<file path="config.mk">
export PLATFORM = sky130hd
export DESIGN_NAME = nes_mem_master
export DESIGN_NICKNAME = d
export VERILOG_FILES = /design/src/rtl/nes_mem_pkg.sv /design/src/rtl/nes_mem_arb.sv /design/src/rtl/nes_mem_master.sv
export SDC_FILE = /design/constraint.sdc
export NUM_CORES = 1
export LEC_CHECK = 0
export BUFFER_PORTS_ARGS = -buffer_cell sky130_fd_sc_hd__buf_2
export CORE_UTILIZATION = 45
export DETAILED_ROUTE_END_ITERATION = 8
export PLACE_DENSITY_LB_ADDON = 0.1
export SETUP_SLACK_MARGIN = 0.1
export SKIP_CTS_REPAIR_TIMING = 1
export SLEW_MARGIN = 20
export SYNTH_ARGS = -nofsm -noshare
export SYNTH_HDL_FRONTEND = slang
export SYNTH_SLANG_ARGS = --single-unit
</file>
<file path="constraint.sdc">
create_clock -name clock -period 1.8 [get_ports clock]
set_input_delay 0.36 -clock clock [delete_from_list [all_inputs] [get_ports clock]]
set_output_delay 0.36 -clock clock [all_outputs]
set_load 0.03 [all_outputs]
</file>
<file path="src/rtl/nes_mem_pkg.sv">
// Shared definitions for the NES unified memory bus: FSM encoding, address regions
// and the default read-hold length used by nes_mem_master and the main_mem bench.
package nes_mem_pkg;

    localparam int NES_READ_HOLD = 2;

    localparam logic [1:0] ST_IDLE = 2'd0;
    localparam logic [1:0] ST_RD   = 2'd1;
    localparam logic [1:0] ST_CAP  = 2'd2;
    localparam logic [1:0] ST_WR   = 2'd3;

    typedef enum logic [2:0] {
        REG_PRG,
        REG_CHR,
        REG_VRAM,
        REG_CPURAM,
        REG_CARTRAM,
        REG_NONE
    } region_e;

    // Region map is decoded from the top address bits of the 22-bit logical address.
    function automatic region_e region_of(input logic [21:0] addr);
        region_e r;
        casez (addr[21:18])
            4'b0???: r = REG_PRG;
            4'b10??: r = REG_CHR;
            4'b1100: r = REG_VRAM;
            4'b1110: r = REG_CPURAM;
            4'b1111: r = REG_CARTRAM;
            default: r = REG_NONE;
        endcase
        return r;
    endfunction

    function automatic logic is_prg(input logic [21:0] addr);
        return (addr[21] == 1'b0);
    endfunction

endpackage

</file>
<file path="src/rtl/nes_mem_arb.sv">
// Two-way CPU/PPU arbiter: masks requesters whose ack is showing this cycle and
// picks fixed-priority PPU or round-robin on the last grant.
module nes_mem_arb #(
    parameter int PPU_PRIORITY = 1
) (
    input  logic clock,
    input  logic reset_n,
    input  logic enable_i,
    input  logic cpu_req_i,
    input  logic cpu_ack_i,
    input  logic ppu_req_i,
    input  logic ppu_ack_i,
    output logic grant_valid_o,
    output logic grant_ppu_o
);

    logic last_ppu_q;
    logic cpu_elig;
    logic ppu_elig;

    // A requester keeps req high through its ack cycle, so it is ineligible while its ack shows.
    assign cpu_elig = cpu_req_i & ~cpu_ack_i;
    assign ppu_elig = ppu_req_i & ~ppu_ack_i;

    assign grant_valid_o = enable_i & (cpu_elig | ppu_elig);
    assign grant_ppu_o   = ppu_elig & (~cpu_elig | (PPU_PRIORITY != 0) | ~last_ppu_q);

    always_ff @(posedge clock or negedge reset_n) begin
        if (!reset_n) begin
            last_ppu_q <= 1'b0;
        end else if (grant_valid_o) begin
            last_ppu_q <= grant_ppu_o;
        end
    end

endmodule

</file>
<file path="src/rtl/nes_mem_master.sv">
// Initiator for the NES unified memory bus: arbitrates CPU/PPU requests and sequences
// them onto main_mem's single strobe bus, holding reads for the registered read path.
module nes_mem_master
    import nes_mem_pkg::*;
#(
    parameter int READ_HOLD    = NES_READ_HOLD,
    parameter int PPU_PRIORITY = 1,
    parameter int PROTECT_PRG  = 1
) (
    input  logic        clock,
    input  logic        reset_n,
    input  logic        load_done,
    input  logic        cpu_req,
    input  logic        cpu_we,
    input  logic [21:0] cpu_addr,
    input  logic [7:0]  cpu_wdata,
    output logic        cpu_ack,
    output logic [7:0]  cpu_rdata,
    input  logic        ppu_req,
    input  logic        ppu_we,
    input  logic [21:0] ppu_addr,
    input  logic [7:0]  ppu_wdata,
    output logic        ppu_ack,
    output logic [7:0]  ppu_rdata,
    output logic [21:0] mem_addr,
    output logic        mem_rd_cpu,
    output logic        mem_rd_ppu,
    output logic        mem_wr,
    output logic [7:0]  mem_d,
    input  logic [7:0]  mem_q_cpu,
    input  logic [7:0]  mem_q_ppu,
    output logic [1:0]  dbg_state
);

    // Handshake: a requester raises req with we/addr/wdata stable and holds it until it sees
    // a one-cycle ack; the ack cycle itself never grants that requester again.
    logic [1:0]  state_q, state_d;
    logic [3:0]  hold_q, hold_d;
    logic        src_ppu_q, src_ppu_d;
    logic [21:0] addr_q, addr_d;
    logic [7:0]  wdat_q, wdat_d;
    logic        rd_cpu_q, rd_cpu_d, rd_ppu_q, rd_ppu_d, wr_q, wr_d;
    logic        cpu_ack_q, cpu_ack_d, ppu_ack_q, ppu_ack_d;
    logic [7:0]  cpu_rdata_q, cpu_rdata_d, ppu_rdata_q, ppu_rdata_d;

    logic        grant_valid, grant_ppu;
    logic        sel_we;
    logic [21:0] sel_addr;
    logic [7:0]  sel_wdata;

    nes_mem_arb #(.PPU_PRIORITY(PPU_PRIORITY)) u_arb (
        .clock        (clock),
        .reset_n      (reset_n),
        .enable_i     ((state_q == ST_IDLE) && load_done),
        .cpu_req_i    (cpu_req),
        .cpu_ack_i    (cpu_ack_q),
        .ppu_req_i    (ppu_req),
        .ppu_ack_i    (ppu_ack_q),
        .grant_valid_o(grant_valid),
        .grant_ppu_o  (grant_ppu)
    );

    assign sel_we    = grant_ppu ? ppu_we    : cpu_we;
    assign sel_addr  = grant_ppu ? ppu_addr  : cpu_addr;
    assign sel_wdata = grant_ppu ? ppu_wdata : cpu_wdata;

    always_comb begin
        state_d     = state_q;
        hold_d      = hold_q;
        src_ppu_d   = src_ppu_q;
        addr_d      = addr_q;
        wdat_d      = wdat_q;
        rd_cpu_d    = 1'b0;
        rd_ppu_d    = 1'b0;
        wr_d        = 1'b0;
        cpu_ack_d   = 1'b0;
        ppu_ack_d   = 1'b0;
        cpu_rdata_d = cpu_rdata_q;
        ppu_rdata_d = ppu_rdata_q;
        case (state_q)
            ST_IDLE: begin
                if (grant_valid) begin
                    src_ppu_d = grant_ppu;
                    addr_d    = sel_addr;
                    hold_d    = 4'd0;
                    if (sel_we) begin
                        state_d = ST_WR;
                        wdat_d  = sel_wdata;
                        // Protected PRG writes still run the full write cycle, just without the strobe.
                        wr_d    = !((PROTECT_PRG != 0) && is_prg(sel_addr));
                    end else begin
                        state_d  = ST_RD;
                        rd_cpu_d = !grant_ppu;
                        rd_ppu_d = grant_ppu;
                    end
                end
            end
            ST_RD: begin
                if (hold_q == 4'(READ_HOLD - 1)) begin
                    state_d = ST_CAP;
                end else begin
                    hold_d   = hold_q + 4'd1;
                    rd_cpu_d = !src_ppu_q;
                    rd_ppu_d = src_ppu_q;
                end
            end
            ST_CAP: begin
                state_d = ST_IDLE;
                if (src_ppu_q) begin
                    ppu_rdata_d = mem_q_ppu;
                    ppu_ack_d   = 1'b1;
                end else begin
                    cpu_rdata_d = mem_q_cpu;
                    cpu_ack_d   = 1'b1;
                end
            end
            default: begin
                state_d   = ST_IDLE;
                cpu_ack_d = !src_ppu_q;
                ppu_ack_d = src_ppu_q;
            end
        endcase
    end

    always_ff @(posedge clock or negedge reset_n) begin
        if (!reset_n) begin
            state_q     <= ST_IDLE;
            hold_q      <= 4'd0;
            src_ppu_q   <= 1'b0;
            addr_q      <= 22'd0;
            wdat_q      <= 8'd0;
            rd_cpu_q    <= 1'b0;
            rd_ppu_q    <= 1'b0;
            wr_q        <= 1'b0;
            cpu_ack_q   <= 1'b0;
            ppu_ack_q   <= 1'b0;
            cpu_rdata_q <= 8'd0;
            ppu_rdata_q <= 8'd0;
        end else begin
            state_q     <= state_d;
            hold_q      <= hold_d;
            src_ppu_q   <= src_ppu_d;
            addr_q      <= addr_d;
            wdat_q      <= wdat_d;
            rd_cpu_q    <= rd_cpu_d;
            rd_ppu_q    <= rd_ppu_d;
            wr_q        <= wr_d;
            cpu_ack_q   <= cpu_ack_d;
            ppu_ack_q   <= ppu_ack_d;
            cpu_rdata_q <= cpu_rdata_d;
            ppu_rdata_q <= ppu_rdata_d;
        end
    end

    assign mem_addr   = addr_q;
    assign mem_d      = wdat_q;
    assign mem_rd_cpu = rd_cpu_q;
    assign mem_rd_ppu = rd_ppu_q;
    assign mem_wr     = wr_q;
    assign cpu_ack    = cpu_ack_q;
    assign ppu_ack    = ppu_ack_q;
    assign cpu_rdata  = cpu_rdata_q;
    assign ppu_rdata  = ppu_rdata_q;
    assign dbg_state  = state_q;

endmodule

</file>
==> metrics.log <==
[metrics] warnings from Yosys: 0
[metrics] router iterations before antenna repair: 4
[metrics] final antenna-violating net count: 0
[metrics] Worst setup SP type: register
[metrics] class of the worst hold path: primary input to register
[metrics] relative contribution of sequential cells to total power: 0.352
[metrics] longest individual stage delay on the worst path: 0.40 ns
[metrics] maximum resistive drop on vdd: 0.000874 V
[metrics] total detailed-routing wirelength: 5.57 mm
[metrics] final-report setup violation count: 0
[metrics] final cell count without fillers: 444
[metrics] area used by multi-input combinational logic: 1060 µm²
[metrics] number of enable-type register cells in the synthesized netlist: 0
[metrics] number of instances in the synthesized netlist: 226
[metrics] DRC violation count after routing: 0
[metrics] critical path class: register to register
[metrics] clock network fraction of design power: 0.160
[metrics] post-place setup slack: 0.261 ns
[metrics] aggregate negative setup slack: 0 ns
[metrics] most used standard cell by instance count after synthesis: dfrtp_1
[metrics] Max Freq: 635 MHz
[metrics] detailed placement HPWL: 4.17 mm
[metrics] Synth top cells by count: dfrtp_1, nand2_1, o21ai_0
[metrics] fraction of layout instances using a drive strength above 1: 0.497
[metrics] syn avg cell area: 11.4 µm²
[metrics] Critical Path Fanout Max: 5
[metrics] Yosys cell types: 31
[metrics] synthesized net count: 311
[metrics] CTS tree: done
[metrics] H-tree depth: 3
[metrics] TritonCTS Buffers: 9
[metrics] post-synth top area cell: dfrtp_1
[metrics] fraction of registers with async set/reset: 1.00
[metrics] outcome: complete, no violations
[metrics] Total GRT Usage: 0.203
[metrics] die footprint: 6060 µm²
[metrics] top_reg_cell synth: dfrtp_1
[metrics] number of clock sinks: 58
[metrics] first-pass GRT wire length: 9.36 mm
[metrics] worst-path cell chain: inv_1 -> ha_1 -> nor3b_1 -> nand2b_1 -> nand2_1 -> a31oi_1
[metrics] synthesized flop and latch total: 58
[metrics] final critical-path share of the clock period: 0.875
[metrics] vias in the first global route: 2047
[metrics] max-cap check violation count: 0
[metrics] Die Y: 77.8 µm
[metrics] vias per inst: 4.78
[metrics] final estimated routing congestion in global placement: 0.750
[metrics] number of vias in the routed layout: 2122
[metrics] Combinational Power Share: 0.488
[metrics] fin crit period: 1.57 ns
[metrics] filler cell count in the final layout: 467
[metrics] actual slew at the worst max-slew pin: 0.423 ns
[metrics] power per cell area: 1790 nW/µm²
[metrics] Final Net Count: 453
[metrics] diode count: 0
[metrics] Initial Utilization: 0.467
[metrics] Leak: 0.00191 µW
[metrics] worst setup slack after layout: 0.226 ns
[metrics] worst skew pair latency: 0.32 ns
[metrics] clock tree root buffer cell: clkbuf_8
[metrics] clock slew seen by the registers of the worst setup and hold paths: 0.07 ns
[metrics] DR WL/cell: 12.6 µm
[metrics] number of input and output port buffers inserted: 135
[metrics] Sw Ratio: 0.442
[metrics] post-synthesis cell area: 2590 µm²
[metrics] fraction of post-synthesis cell area in the top cell type by area: 0.561
[metrics] share of synthesized area occupied by flip-flops and latches: 0.561
[metrics] Starting DRT DRC Count: 119
[metrics] worst reg-to-reg setup slack: 0.23 ns
[metrics] Synth area leaders: dfrtp_1, mux2_2, mux2i_1
[metrics] power dissipated by switching net loads: 2820 µW
[metrics] I/O pin cnt: 136
[metrics] internal power: 3550 µW
[metrics] number of antenna violations at the first check in global routing: 0
[metrics] slowest stage cell, crit path: dfrtp_1
[metrics] total overflow reported by the global router: 0
[metrics] critical path arrival: 1.81 ns
[metrics] worst clock skew: 0.00914 ns
[metrics] layout overhead on the synthesized area: 37.2%
[metrics] number of rows created at floorplan: 27
[metrics] number of hold violations in the final report: 0
[metrics] Slew headroom: 0.718
[metrics] required time of the critical path: 2.04 ns
[metrics] type of element capturing the critical path: register
[metrics] maximum clock path buffer count: 2
[metrics] floorplan core area: 5540 µm²
[metrics] number of cells in the design after placement: 428
[metrics] number of pins exceeding their max-slew limit in the final report: 0
[metrics] pin count of the biggest net entering global routing: 51
[metrics] setup repair after global routing missed its margin: false
[metrics] die span in x: 77.8 µm
[metrics] Reg area: 1450 µm²
[cell families (layout without fill, tap and decap cells)]
family                   after synthesis  in the layout  share of synthesized area
AND/OR/NAND/NOR                       75             75                      0.138
adder cells (fa/ha/maj)                2              2                    0.00967
buffers and inverters                 13            159                     0.0280
flip-flops                            58             58                      0.561
AO/OA/AOI/OAI                         31             31                     0.0682
multiplexers                          47             47                      0.195
[placed cells by master (no fill, tap or decap), types with 2 or more instances in the layout]
| cell | n |
|---|---|
| o21ai_0 | 25 |
| buf_4 | 3 |
| dfrtp_1 | 58 |
| mux2_2 | 24 |
| buf_2 | 135 |
| inv_1 | 2 |
| ha_1 | 2 |
| clkbuf_8 | 11 |
| mux2i_1 | 22 |
| nand2_1 | 53 |
| nor2b_1 | 4 |
| nand3_1 | 3 |
| nand2b_1 | 3 |
| clkinv_2 | 3 |
| buf_12 | 3 |
| nor2_1 | 3 |
[stage by stage]
step                      power (µW)  area (µm²)   util  hold WS [ns]
after floorplan                 4410        2590      -        0.0644
after global placement          5340        3370  0.608         0.314
after detailed placement        5390        3370  0.608         0.319
after CTS                       6430        3540  0.639       -0.0328
after global routing            6790        3550  0.641         0.250
final                           6370        3550  0.641         0.268
[power groups by stage]
stage          Combinational [µW]  Sequential (µW)  Clock (µW)
2_1_floorplan                1020             3390           0
5_1_grt                      3340             2330        1120
3_3_place_gp                 3080             2260           0
6_report                     3100             2240        1020
4_1_cts                      3140             2250        1040
3_5_place_dp                 3140             2250           0
[layer usage]
layer / GRT usage / vias to the layer above / part of all wire
met5: 0 / - / 0
met4: 0.102 / 0 / 0.019
met3: 0.0412 / 12 / 0.055
met2: 0.335 / 93 / 0.48
met1: 0.253 / 964 / 0.44
li1: - / 1053 / -
[flip-flops by register name, indices dropped and copies added, names as in the netlist]
name / cells
mem_rd_cpu: 1
mem_d: 8
src_ppu_q: 1
dbg_state: 2
cpu_rdata: 8
ppu_ack: 1
mem_wr: 1
ppu_rdata: 8
cpu_ack: 1
mem_rd_ppu: 1
hold_q: 4
mem_addr: 22
[path summary, 6_finish.rpt]
kind | cells after the start | from | to
min in group asynchronous | 2 | reset_n | mem_addr[21]
max in group asynchronous | 3 | reset_n | mem_addr[20]
worst min-delay path | 2 | ppu_we | mem_rd_ppu
worst max register to register | 6 | hold_q[1] | hold_q[3]
worst min register to register | 2 | mem_addr[2] | mem_addr[2]
worst max-delay path | 6 | hold_q[1] | hold_q[3]
[critical path, delay by kind of cell (launching register included)]
family	cells	cell delay (ns)
adder cells (fa/ha/maj)	1	0.14
flip-flops	1	0.40
AO/OA/AOI/OAI	1	0.16
buffers and inverters	1	0.08
AND/OR/NAND/NOR	3	0.72
[layout make-up]
cell class	count	area share
Sequential cell	58	0.409
Inverter	2	0.00211
Tap cell	72	0.0254
Timing Repair Buffer	142	0.216
Multi-Input combinational cell	155	0.300
Clock inverter	3	0.00423
Clock buffer	12	0.0437
Power figures use the tool's default switching activity.
